==> config.mk <==
export PLATFORM = sky130hd
export DESIGN_NAME = hazard_ctrl_flat
export DESIGN_NICKNAME = d
export VERILOG_FILES = /design/src/rtl/hazard_if.sv /design/src/rtl/hazard_ctrl.sv /design/src/flat_wrapper.sv
export SDC_FILE = /design/constraint.sdc
export NUM_CORES = 1
export LEC_CHECK = 0
export BUFFER_PORTS_ARGS = -buffer_cell sky130_fd_sc_hd__buf_2
export CORE_UTILIZATION = 49
export CTS_BUF_LIST = sky130_fd_sc_hd__clkbuf_8 sky130_fd_sc_hd__clkbuf_16
export CTS_CLUSTER_DIAMETER = 40
export DETAILED_ROUTE_END_ITERATION = 8
export MAX_ROUTING_LAYER = met4
export PLACE_DENSITY = 0.8
export SKIP_CTS_REPAIR_TIMING = 1
export SYNTH_ARGS = -nofsm -noshare
export SYNTH_HDL_FRONTEND = slang
export SYNTH_SLANG_ARGS = --single-unit
==> constraint.sdc <==
create_clock -name clk -period 2.55 [get_ports clk]
set_input_delay 0.51 -clock clk [delete_from_list [all_inputs] [get_ports clk]]
set_output_delay 0.51 -clock clk [all_outputs]
set_load 0.02 [all_outputs]
==> src/rtl/hazard_if.sv <==
// Hazard controller bundle: register specifiers and write/load/memory status
// from the pipeline stages, plus forwarding selects, stall/flush pins, fault
// flag and performance counters returned by the controller.
interface hazard_if #(
  parameter int CW = 16
);
  logic [4:0]    Rs1D, Rs2D;
  logic [4:0]    Rs1E, Rs2E, RdE;
  logic [4:0]    RdM, RdW;
  logic          RegWriteM, RegWriteW;
  logic          ResultSrcE0;
  logic          PCSrcE;
  logic          MemReqM, MemReadyM;
  logic [1:0]    ForwardAE, ForwardBE;
  logic          StallF, StallD, StallE, StallM;
  logic          FlushD, FlushE, FlushW;
  logic          MemFault;
  logic [CW-1:0] StallCount, FlushCount;

  // pipeline / control-unit side
  modport master (
    output Rs1D, Rs2D, Rs1E, Rs2E, RdE, RdM, RdW,
    output RegWriteM, RegWriteW, ResultSrcE0, PCSrcE, MemReqM, MemReadyM,
    input  ForwardAE, ForwardBE, StallF, StallD, StallE, StallM,
    input  FlushD, FlushE, FlushW, MemFault, StallCount, FlushCount
  );

  // hazard controller side
  modport slave (
    input  Rs1D, Rs2D, Rs1E, Rs2E, RdE, RdM, RdW,
    input  RegWriteM, RegWriteW, ResultSrcE0, PCSrcE, MemReqM, MemReadyM,
    output ForwardAE, ForwardBE, StallF, StallD, StallE, StallM,
    output FlushD, FlushE, FlushW, MemFault, StallCount, FlushCount
  );
endinterface

==> src/rtl/hazard_ctrl.sv <==
// Pipeline hazard controller for the 5-stage RV32I core: E-stage forwarding,
// load-use stall, branch/jump flush, data-memory freeze with timeout fault,
// and saturating stall/flush performance counters.
//
// state    | meaning
// ---------+--------------------------------------------------------------
// ST_RUN   | normal operation, no memory wait in progress
// ST_WAIT  | data memory not ready; wait_cnt_q counts consecutive waits
// ST_FAULT | memory timed out; pipeline frozen until reset
module hazard_ctrl #(
  parameter int TIMEOUT = 16,
  parameter int CW      = 16
) (
  input  logic    clk,
  input  logic    rst,
  hazard_if.slave hz
);

  localparam logic [1:0] ST_RUN   = 2'd0;
  localparam logic [1:0] ST_WAIT  = 2'd1;
  localparam logic [1:0] ST_FAULT = 2'd2;

  localparam int             WCW       = (TIMEOUT > 2) ? $clog2(TIMEOUT) : 1;
  localparam logic [WCW-1:0] WAIT_LAST = WCW'(TIMEOUT - 1);
  localparam logic [CW-1:0]  CNT_MAX   = '1;

  logic [1:0]     state_q, state_d;
  logic [WCW-1:0] wait_cnt_q, wait_cnt_d;
  logic [CW-1:0]  stall_cnt_q, stall_cnt_d;
  logic [CW-1:0]  flush_cnt_q, flush_cnt_d;

  logic [1:0] fwd_a, fwd_b;
  logic       lw_stall, mem_wait;
  logic       stall_f, stall_d, stall_e, stall_m;
  logic       flush_d, flush_e, flush_w;
  logic       any_stall;

  // Forwarding selects; M-stage result beats W-stage result, x0 never forwards
  always_comb begin
    fwd_a = 2'b00;
    fwd_b = 2'b00;
    if (rst) begin
      if (hz.RegWriteM && (hz.RdM != 5'd0) && (hz.RdM == hz.Rs1E))
        fwd_a = 2'b10;
      else if (hz.RegWriteW && (hz.RdW != 5'd0) && (hz.RdW == hz.Rs1E))
        fwd_a = 2'b01;
      if (hz.RegWriteM && (hz.RdM != 5'd0) && (hz.RdM == hz.Rs2E))
        fwd_b = 2'b10;
      else if (hz.RegWriteW && (hz.RdW != 5'd0) && (hz.RdW == hz.Rs2E))
        fwd_b = 2'b01;
    end
  end

  assign lw_stall = hz.ResultSrcE0 && (hz.RdE != 5'd0) &&
                    ((hz.RdE == hz.Rs1D) || (hz.RdE == hz.Rs2D));
  assign mem_wait = hz.MemReqM && !hz.MemReadyM;

  // Stall/flush priority: fault/memory freeze, then redirect flush, then load-use
  always_comb begin
    stall_f = 1'b0;
    stall_d = 1'b0;
    stall_e = 1'b0;
    stall_m = 1'b0;
    flush_d = 1'b0;
    flush_e = 1'b0;
    flush_w = 1'b0;
    if (rst) begin
      if ((state_q == ST_FAULT) || mem_wait) begin
        // whole pipeline held; W is bubbled so the stalled load retires once
        stall_f = 1'b1;
        stall_d = 1'b1;
        stall_e = 1'b1;
        stall_m = 1'b1;
        flush_w = 1'b1;
      end else if (hz.PCSrcE) begin
        // redirect kills the wrong-path instructions, including a load-use victim
        flush_d = 1'b1;
        flush_e = 1'b1;
      end else if (lw_stall) begin
        stall_f = 1'b1;
        stall_d = 1'b1;
        flush_e = 1'b1;
      end
    end
  end

  assign any_stall = stall_f | stall_d | stall_e | stall_m;

  // Memory-wait timeout FSM; a ready in the last allowed cycle still returns to RUN
  always_comb begin
    state_d    = state_q;
    wait_cnt_d = wait_cnt_q;
    case (state_q)
      ST_RUN: begin
        if (mem_wait) begin
          state_d    = ST_WAIT;
          wait_cnt_d = WCW'(1);
        end
      end
      ST_WAIT: begin
        if (hz.MemReadyM) begin
          state_d    = ST_RUN;
          wait_cnt_d = '0;
        end else if (wait_cnt_q == WAIT_LAST) begin
          state_d    = ST_FAULT;
          wait_cnt_d = '0;
        end else begin
          wait_cnt_d = wait_cnt_q + WCW'(1);
        end
      end
      ST_FAULT: begin
        state_d = ST_FAULT;
      end
      default: begin
        state_d    = ST_RUN;
        wait_cnt_d = '0;
      end
    endcase
  end

  // Saturating performance counters
  always_comb begin
    stall_cnt_d = stall_cnt_q;
    flush_cnt_d = flush_cnt_q;
    if (any_stall && (stall_cnt_q != CNT_MAX))
      stall_cnt_d = stall_cnt_q + CW'(1);
    if (flush_d && (flush_cnt_q != CNT_MAX))
      flush_cnt_d = flush_cnt_q + CW'(1);
  end

  // State and counter registers; reset wins over any increment at the same edge
  always_ff @(posedge clk) begin
    if (!rst) begin
      state_q     <= ST_RUN;
      wait_cnt_q  <= '0;
      stall_cnt_q <= '0;
      flush_cnt_q <= '0;
    end else begin
      state_q     <= state_d;
      wait_cnt_q  <= wait_cnt_d;
      stall_cnt_q <= stall_cnt_d;
      flush_cnt_q <= flush_cnt_d;
    end
  end

  assign hz.ForwardAE  = fwd_a;
  assign hz.ForwardBE  = fwd_b;
  assign hz.StallF     = stall_f;
  assign hz.StallD     = stall_d;
  assign hz.StallE     = stall_e;
  assign hz.StallM     = stall_m;
  assign hz.FlushD     = flush_d;
  assign hz.FlushE     = flush_e;
  assign hz.FlushW     = flush_w;
  assign hz.MemFault   = (state_q == ST_FAULT);
  assign hz.StallCount = stall_cnt_q;
  assign hz.FlushCount = flush_cnt_q;

endmodule

==> src/flat_wrapper.sv <==
// flat-port wrapper written by rule: the top's interface ports become plain ports
module hazard_ctrl_flat 
#(
  parameter int TIMEOUT = 16,
  parameter int CW      = 16
)
  (clk, rst, hz_Rs1D, hz_Rs2D, hz_Rs1E, hz_Rs2E, hz_RdE, hz_RdM, hz_RdW, hz_RegWriteM, hz_RegWriteW, hz_ResultSrcE0, hz_PCSrcE, hz_MemReqM, hz_MemReadyM, hz_ForwardAE, hz_ForwardBE, hz_StallF, hz_StallD, hz_StallE, hz_StallM, hz_FlushD, hz_FlushE, hz_FlushW, hz_MemFault, hz_StallCount, hz_FlushCount);
  hazard_if #(.CW(CW)) hz_i ();
  input  logic clk;
  input  logic rst;
  input wire logic [$bits(hz_i.Rs1D)-1:0] hz_Rs1D;
  input wire logic [$bits(hz_i.Rs2D)-1:0] hz_Rs2D;
  input wire logic [$bits(hz_i.Rs1E)-1:0] hz_Rs1E;
  input wire logic [$bits(hz_i.Rs2E)-1:0] hz_Rs2E;
  input wire logic [$bits(hz_i.RdE)-1:0] hz_RdE;
  input wire logic [$bits(hz_i.RdM)-1:0] hz_RdM;
  input wire logic [$bits(hz_i.RdW)-1:0] hz_RdW;
  input wire logic [$bits(hz_i.RegWriteM)-1:0] hz_RegWriteM;
  input wire logic [$bits(hz_i.RegWriteW)-1:0] hz_RegWriteW;
  input wire logic [$bits(hz_i.ResultSrcE0)-1:0] hz_ResultSrcE0;
  input wire logic [$bits(hz_i.PCSrcE)-1:0] hz_PCSrcE;
  input wire logic [$bits(hz_i.MemReqM)-1:0] hz_MemReqM;
  input wire logic [$bits(hz_i.MemReadyM)-1:0] hz_MemReadyM;
  output wire logic [$bits(hz_i.ForwardAE)-1:0] hz_ForwardAE;
  output wire logic [$bits(hz_i.ForwardBE)-1:0] hz_ForwardBE;
  output wire logic [$bits(hz_i.StallF)-1:0] hz_StallF;
  output wire logic [$bits(hz_i.StallD)-1:0] hz_StallD;
  output wire logic [$bits(hz_i.StallE)-1:0] hz_StallE;
  output wire logic [$bits(hz_i.StallM)-1:0] hz_StallM;
  output wire logic [$bits(hz_i.FlushD)-1:0] hz_FlushD;
  output wire logic [$bits(hz_i.FlushE)-1:0] hz_FlushE;
  output wire logic [$bits(hz_i.FlushW)-1:0] hz_FlushW;
  output wire logic [$bits(hz_i.MemFault)-1:0] hz_MemFault;
  output wire logic [$bits(hz_i.StallCount)-1:0] hz_StallCount;
  output wire logic [$bits(hz_i.FlushCount)-1:0] hz_FlushCount;
  assign hz_i.Rs1D = hz_Rs1D;
  assign hz_i.Rs2D = hz_Rs2D;
  assign hz_i.Rs1E = hz_Rs1E;
  assign hz_i.Rs2E = hz_Rs2E;
  assign hz_i.RdE = hz_RdE;
  assign hz_i.RdM = hz_RdM;
  assign hz_i.RdW = hz_RdW;
  assign hz_i.RegWriteM = hz_RegWriteM;
  assign hz_i.RegWriteW = hz_RegWriteW;
  assign hz_i.ResultSrcE0 = hz_ResultSrcE0;
  assign hz_i.PCSrcE = hz_PCSrcE;
  assign hz_i.MemReqM = hz_MemReqM;
  assign hz_i.MemReadyM = hz_MemReadyM;
  assign hz_ForwardAE = hz_i.ForwardAE;
  assign hz_ForwardBE = hz_i.ForwardBE;
  assign hz_StallF = hz_i.StallF;
  assign hz_StallD = hz_i.StallD;
  assign hz_StallE = hz_i.StallE;
  assign hz_StallM = hz_i.StallM;
  assign hz_FlushD = hz_i.FlushD;
  assign hz_FlushE = hz_i.FlushE;
  assign hz_FlushW = hz_i.FlushW;
  assign hz_MemFault = hz_i.MemFault;
  assign hz_StallCount = hz_i.StallCount;
  assign hz_FlushCount = hz_i.FlushCount;
  hazard_ctrl #(.TIMEOUT(TIMEOUT), .CW(CW)) u_core (.clk(clk), .rst(rst), .hz(hz_i));
endmodule
# == Yosys cells after proc, flatten, opt, wreduce, memory -nomap -nowiden ==
# Index checks and enable logic that the tools add are counted.
# W data, S select, Z words.
# classes
n_addsub,3
n_eq_ne,13
n_mux,26
n_bitwise,3
reduce_logical,20
# ops
op,n
$add A16 B1 Y16 const B,2
$ne A16 B16 Y1 const B,2
$eq A5 B5 Y1,6
$reduce_bool A5 Y1,3
$mux W1,14
$mux W2,7
$mux W4,3
$pmux W4 S3,1
$logic_and A1 B1 Y1,11
$pmux W2 S3,1
$add A4 B1 Y4 const B,1
$eq A4 B4 Y1 const B,1
$reduce_and A2 Y1,2
$ne A3 B2 Y1 const B,1
$eq A2 B1 Y1 const B,1
$eq A2 B2 Y1 const B,1
$logic_not A2 Y1,1
$logic_or A1 B1 Y1,2
$ne A2 B1 Y1 const B,1
$or A1 B1 Y1,2
$logic_not A1 Y1,1
$not A1 Y1,1
# word_totals
regBits,38
out_inout_bits,44
elab_cells,69

# == Longest topological paths before layout ==
# logic_depth
depth_word,10
depth_mapped,8

# == Least setup slack after synthesis ==
# Ideal clock, no wire load.
# synth_timing
path_type,input port to output port
start,input port hz_RdE[4]
end,output port hz_FlushE
arrival_ns,2.239
required_time_ns,2.040
setup_slack_ns,-0.199
stages,5
n_path_buf,0
cell_sequence,xnor2_1 nand3_1 o22ai_2 nand2_1 a2111oi_0
# synth_via
elab_chain_len,7
# synth_lines
element,line,rtl
"start, declared",flat_wrapper.sv:15,input wire logic [$bits(hz_i.RdE)-1:0] hz_RdE;
$eq A5 B5 Y1 / $reduce_bool A5 Y1 (equally long branches),"hazard_ctrl.sv:55, hazard_ctrl.sv:54",
$logic_or A1 B1 Y1 / $logic_and A1 B1 Y1 (equally long branches),"hazard_ctrl.sv:55, hazard_ctrl.sv:54",
$logic_and A1 B1 Y1 (*),hazard_ctrl.sv:54,assign lw_stall = hz.ResultSrcE0 && (hz.RdE != 5'd0) &&
$mux W1 (*),hazard_ctrl.sv:79,end else if (lw_stall) begin
$mux W1 (*),hazard_ctrl.sv:75,end else if (hz.PCSrcE) begin
$mux W1 (*),hazard_ctrl.sv:68,if ((state_q == ST_FAULT) || mem_wait) begin
$mux W1 (*),hazard_ctrl.sv:67,if (rst) begin
"end, declared",flat_wrapper.sv:31,output wire logic [$bits(hz_i.FlushE)-1:0] hz_FlushE;
# Mark *: on every way between the ends. The rest lies on a longest branch, timed or not.

# == Final worst setup path ==
# layout_timing
start,input port hz_RdE[0]
end,output port hz_StallF
# layout_via
elab_chain_len,7
# layout_lines
element,line,rtl
$eq A5 B5 Y1 / $reduce_bool A5 Y1 (equally long branches),"hazard_ctrl.sv:55, hazard_ctrl.sv:54",
$logic_or A1 B1 Y1 / $logic_and A1 B1 Y1 (equally long branches),"hazard_ctrl.sv:55, hazard_ctrl.sv:54",
$logic_and A1 B1 Y1 (*),hazard_ctrl.sv:54,
$mux W1 (*),hazard_ctrl.sv:79,
$mux W1 (*),hazard_ctrl.sv:75,
$mux W1 (*),hazard_ctrl.sv:68,
$mux W1 (*),hazard_ctrl.sv:67,
"end, declared",flat_wrapper.sv:26,output wire logic [$bits(hz_i.StallF)-1:0] hz_StallF;
# Marked as above.

==> qor.log <==
qor: outcome.outcome finished, final reports clean
qor: die.die_width 70.8 microns
qor: clocking.clk_pin_slew_worst_paths 0.07 ns
qor: global_routing.grt_start_max_net_pins 27
qor: layout.fillCellCount 375
qor: logic_synthesis.yosys_most_used_dff sky130_fd_sc_hd__dfxtp_1
qor: timing.timing.setup.tns 0 ns
qor: placement.dpl.cell_count 416
qor: timing.max_freq 413 MHz
qor: layout.post-route-cell-area 0.00293 sq mm
qor: hold_path.worst_hold_path_type reg -> reg
qor: timing.post-route-min-period 2.42 ns
qor: clocking.clk-insertion-delay-late 0.30 ns
qor: power_and_ir_drop.p_total 1.24 mW
qor: global_routing.grt-ovfl-total 0
qor: logic_synthesis.avgSynthCellArea 8.25 sq um
qor: logic_synthesis.post_synth_instance_area 0.00232 sq mm
qor: clocking.cts_made_buffers 5
qor: timing.fin_crit_sh 95.1%
qor: layout.flow.area_growth_from_synthesis 26.3%
qor: logic_synthesis.synth_cells 281
qor: logic_synthesis.synth_sequential_area_ratio 32.8%
qor: timing.finClkSkew 0.00867 ns
qor: clocking.clkSinkCount 38
qor: route.drt_pre_antenna_iters 7
qor: global_routing.grt_util_all_layers 24.2%
qor: power_and_ir_drop.internal_portion_of_total_power 905 uW
qor: power_and_ir_drop.clockPowerShare 35.0%
qor: power_and_ir_drop.power_per_cell_area 423 mW/mm^2
qor: timing.worst_slew_pin_slew 0.601 ns
qor: placement.gp_congestion 0.847
qor: logic_synthesis.synthArstFlopShare 0%
qor: timing.report.final.slew_viol_count 0
qor: timing.final_critical_path_setup_slack 0.126 ns
qor: critical_path.maximum_fanout_along_the_worst_path 5
qor: timing.number_of_setup_violations_in_the_final_report 0
qor: global_routing.number_of_global_route_vias_before_repair 2,120
qor: critical_path.worst-endpoint-arrival 1.91 ns
qor: die.placementRows 24
qor: route.drt_drc 0
qor: clocking.htreeDepth 2
qor: logic_synthesis.synth.ff_latch_count 38
qor: power_and_ir_drop.power.combinational.fraction 15.9%
qor: power_and_ir_drop.p_sw 334 uW
qor: critical_path.criticalPathCategory in -> out
qor: critical_path.critPathLaunchType input pin
qor: layout.instances_no_fill 424
qor: route.routed_via_count_divided_by_cell_count 5.68
qor: layout.fin_nets 417
qor: clocking.buffer_type_at_the_clock_tree_root sky130_fd_sc_hd__clkbuf_8
qor: timing.finalHoldWorstSlack 0.501 ns
qor: logic_synthesis.mappedNetlistNets 327
qor: logic_synthesis.synthesis.yosys.warnings 0
qor: clocking.ctsLongestPathBuffers 2
qor: route.drt_wl_total 5.64 mm
qor: timing.rsz_0062_raised_after_global_routing false
qor: logic_synthesis.synth_edf_count 0
qor: die.fp.dieH 70.8 microns
qor: power_and_ir_drop.seqPwrFrac 49.1%
qor: die.die_area 0.00501 sq mm
qor: global_routing.grt_pass1_wl 9.40 mm
qor: die.io_pins 87
qor: layout.num_antenna_cells 0
qor: placement.placedInstanceArea 0.00283 sq mm
qor: timing.timing.final.hold_violations 0
qor: layout.final_core_utilization 65.9%
qor: placement.hpwlAfterDp 4.35 mm
qor: die.initial_cell_density_of_the_core 52.2%
qor: clocking.tritoncts_clock_tree yes
qor: layout.fraction_of_final_layout_cells_sized_beyond_drive_strength_1 29.0%
qor: route.drt_first_iter_violations 133
qor: critical_path.worstSetupEndpointType primary output
qor: placement.numPortBuffers 86
qor: route.num_vias 2,409
qor: die.core_area 0.00444 sq mm
qor: power_and_ir_drop.power_switching_share 26.9%
qor: power_and_ir_drop.p_leak 1.24 nW
qor: flow_run.timing.max_cap.violations 0
qor: global_routing.grt_antenna_before_repair 0
qor: critical_path.critical_path_required 2.04 ns
qor: timing.relSlewSlack 59.8%
qor: route.antenna_left 0
qor: placement.place_ws 0.103 ns
qor: logic_synthesis.post_synth_num_cell_types 46
qor: power_and_ir_drop.ir_drop 0.000217 V
qor: route.route.detailed.wl_per_inst 13.3 microns
## sequential cells by signal (all words and copies together), names as in the netlist
register	flops
u_core.hz.FlushCount	16
u_core.hz.StallCount	16
u_core.state_q	2
u_core.wait_cnt_q	4
## critical path: stages
cell                      delay [ns]
sky130_fd_sc_hd__buf_2          0.12
sky130_fd_sc_hd__or4_1          0.52
sky130_fd_sc_hd__o21a_1         0.24
sky130_fd_sc_hd__a41oi_1        0.28
sky130_fd_sc_hd__inv_1          0.08
sky130_fd_sc_hd__buf_2          0.16
## power by group through the flow
stage               clock, mW  combinational, mW  sequential (mW)
finish                  0.434              0.197            0.609
global route            0.473              0.217            0.611
CTS                     0.446              0.197            0.609
detailed placement          0              0.196            0.623
global placement            0              0.192            0.622
floorplan                   0              0.112            0.625
## synthesized netlist by cell type, types with 6 or more instances
library cell,count,area [sq um]
sky130_fd_sc_hd__nor2_1,27,101
sky130_fd_sc_hd__or4_1,8,60.1
sky130_fd_sc_hd__and2_1,7,43.8
sky130_fd_sc_hd__inv_1,9,33.8
sky130_fd_sc_hd__xor2_1,16,140
sky130_fd_sc_hd__nor4_1,8,50.1
sky130_fd_sc_hd__a21oi_1,13,65.1
sky130_fd_sc_hd__and3_1,6,37.5
sky130_fd_sc_hd__nand2_1,18,67.6
sky130_fd_sc_hd__o21ai_0,7,35.0
sky130_fd_sc_hd__nand4_1,10,62.6
sky130_fd_sc_hd__o31ai_1,6,45.0
sky130_fd_sc_hd__dfxtp_1,38,761
sky130_fd_sc_hd__xnor2_1,28,245
sky130_fd_sc_hd__nand3_1,18,90.1
## placed cells by master, fill, tap and decap left out, drive strengths merged, types with 2 or more instances in the layout
master and n:
or4 8, or3 4, nand4 10, ha 3, dfxtp 38, o21a 3, a21oi 14, nor2 27
inv 9, o21ai 9, nand3 18, mux2i 4, a211oi 2, nor3 5, clkbuf 6, nor3b 2
and4 2, nand3b 2, o31ai 6, clkinv 2, nand2b 5, and2 7, nand2 18, and3 6
a31oi 2, nor4 9, o211ai 4, xnor2 28, xor2 16, buf 92
## logic make-up (layout without fill, tap and decap cells)
kind of cell               after synthesis  in the layout  share of synthesized area, %
adders and majority gates                3              3                          1.62
and+or+nand+nor                        127            127                          30.2
muxes                                    4              4                          1.73
AOI/OAI and AO/OA                       46             46                          13.2
buffers and inverters                   19            110                          3.88
DFF                                     38             38                          32.8
xor gates and xnor gates                44             44                          16.6
## layer usage
| metal | up-vias | part of all wire, % | GRT usage (%) | wire length [microns] |
|---|---|---|---|---|
| li1 | 1190 | - | - | - |
| met1 | 1138 | 44 | 27.9 | 2470 |
| met2 | 75 | 51 | 42.2 | 2880 |
| met4 | 0 | 0.85 | 5.33 | 48 |
| met5 | - | 0 | - | 0 |
| met3 | 6 | 4.2 | 6.41 | 238 |
## area by class of cell
| cell class | count | area (sq um) | share of cell area, % |
|---|---|---|---|
| Multi-Input combinational cell | 224 | 1480 | 50.6 |
| Sequential cell | 38 | 761 | 26.0 |
| Timing Repair Buffer | 92 | 488 | 16.7 |
| Clock buffer | 6 | 82.6 | 2.82 |
| Tap cell | 52 | 65.1 | 2.22 |
| Inverter | 10 | 37.5 | 1.28 |
| Clock inverter | 2 | 12.5 | 0.427 |
## worst paths after layout
path / slack, ns / cells past startpoint / start / endpoint
worst max-delay path: 0.13 / 6 / hz_RdE[0] / hz_StallF
worst min-delay path: 0.50 / 2 / u_core.hz.StallCount[10] / u_core.hz.StallCount[10]
worst max register to register: 0.50 / 8 / u_core.hz.FlushCount[0] / u_core.hz.FlushCount[14]
worst min register to register: 0.50 / 2 / u_core.hz.StallCount[10] / u_core.hz.StallCount[10]
Note: power is estimated with default switching activity, not from simulation.
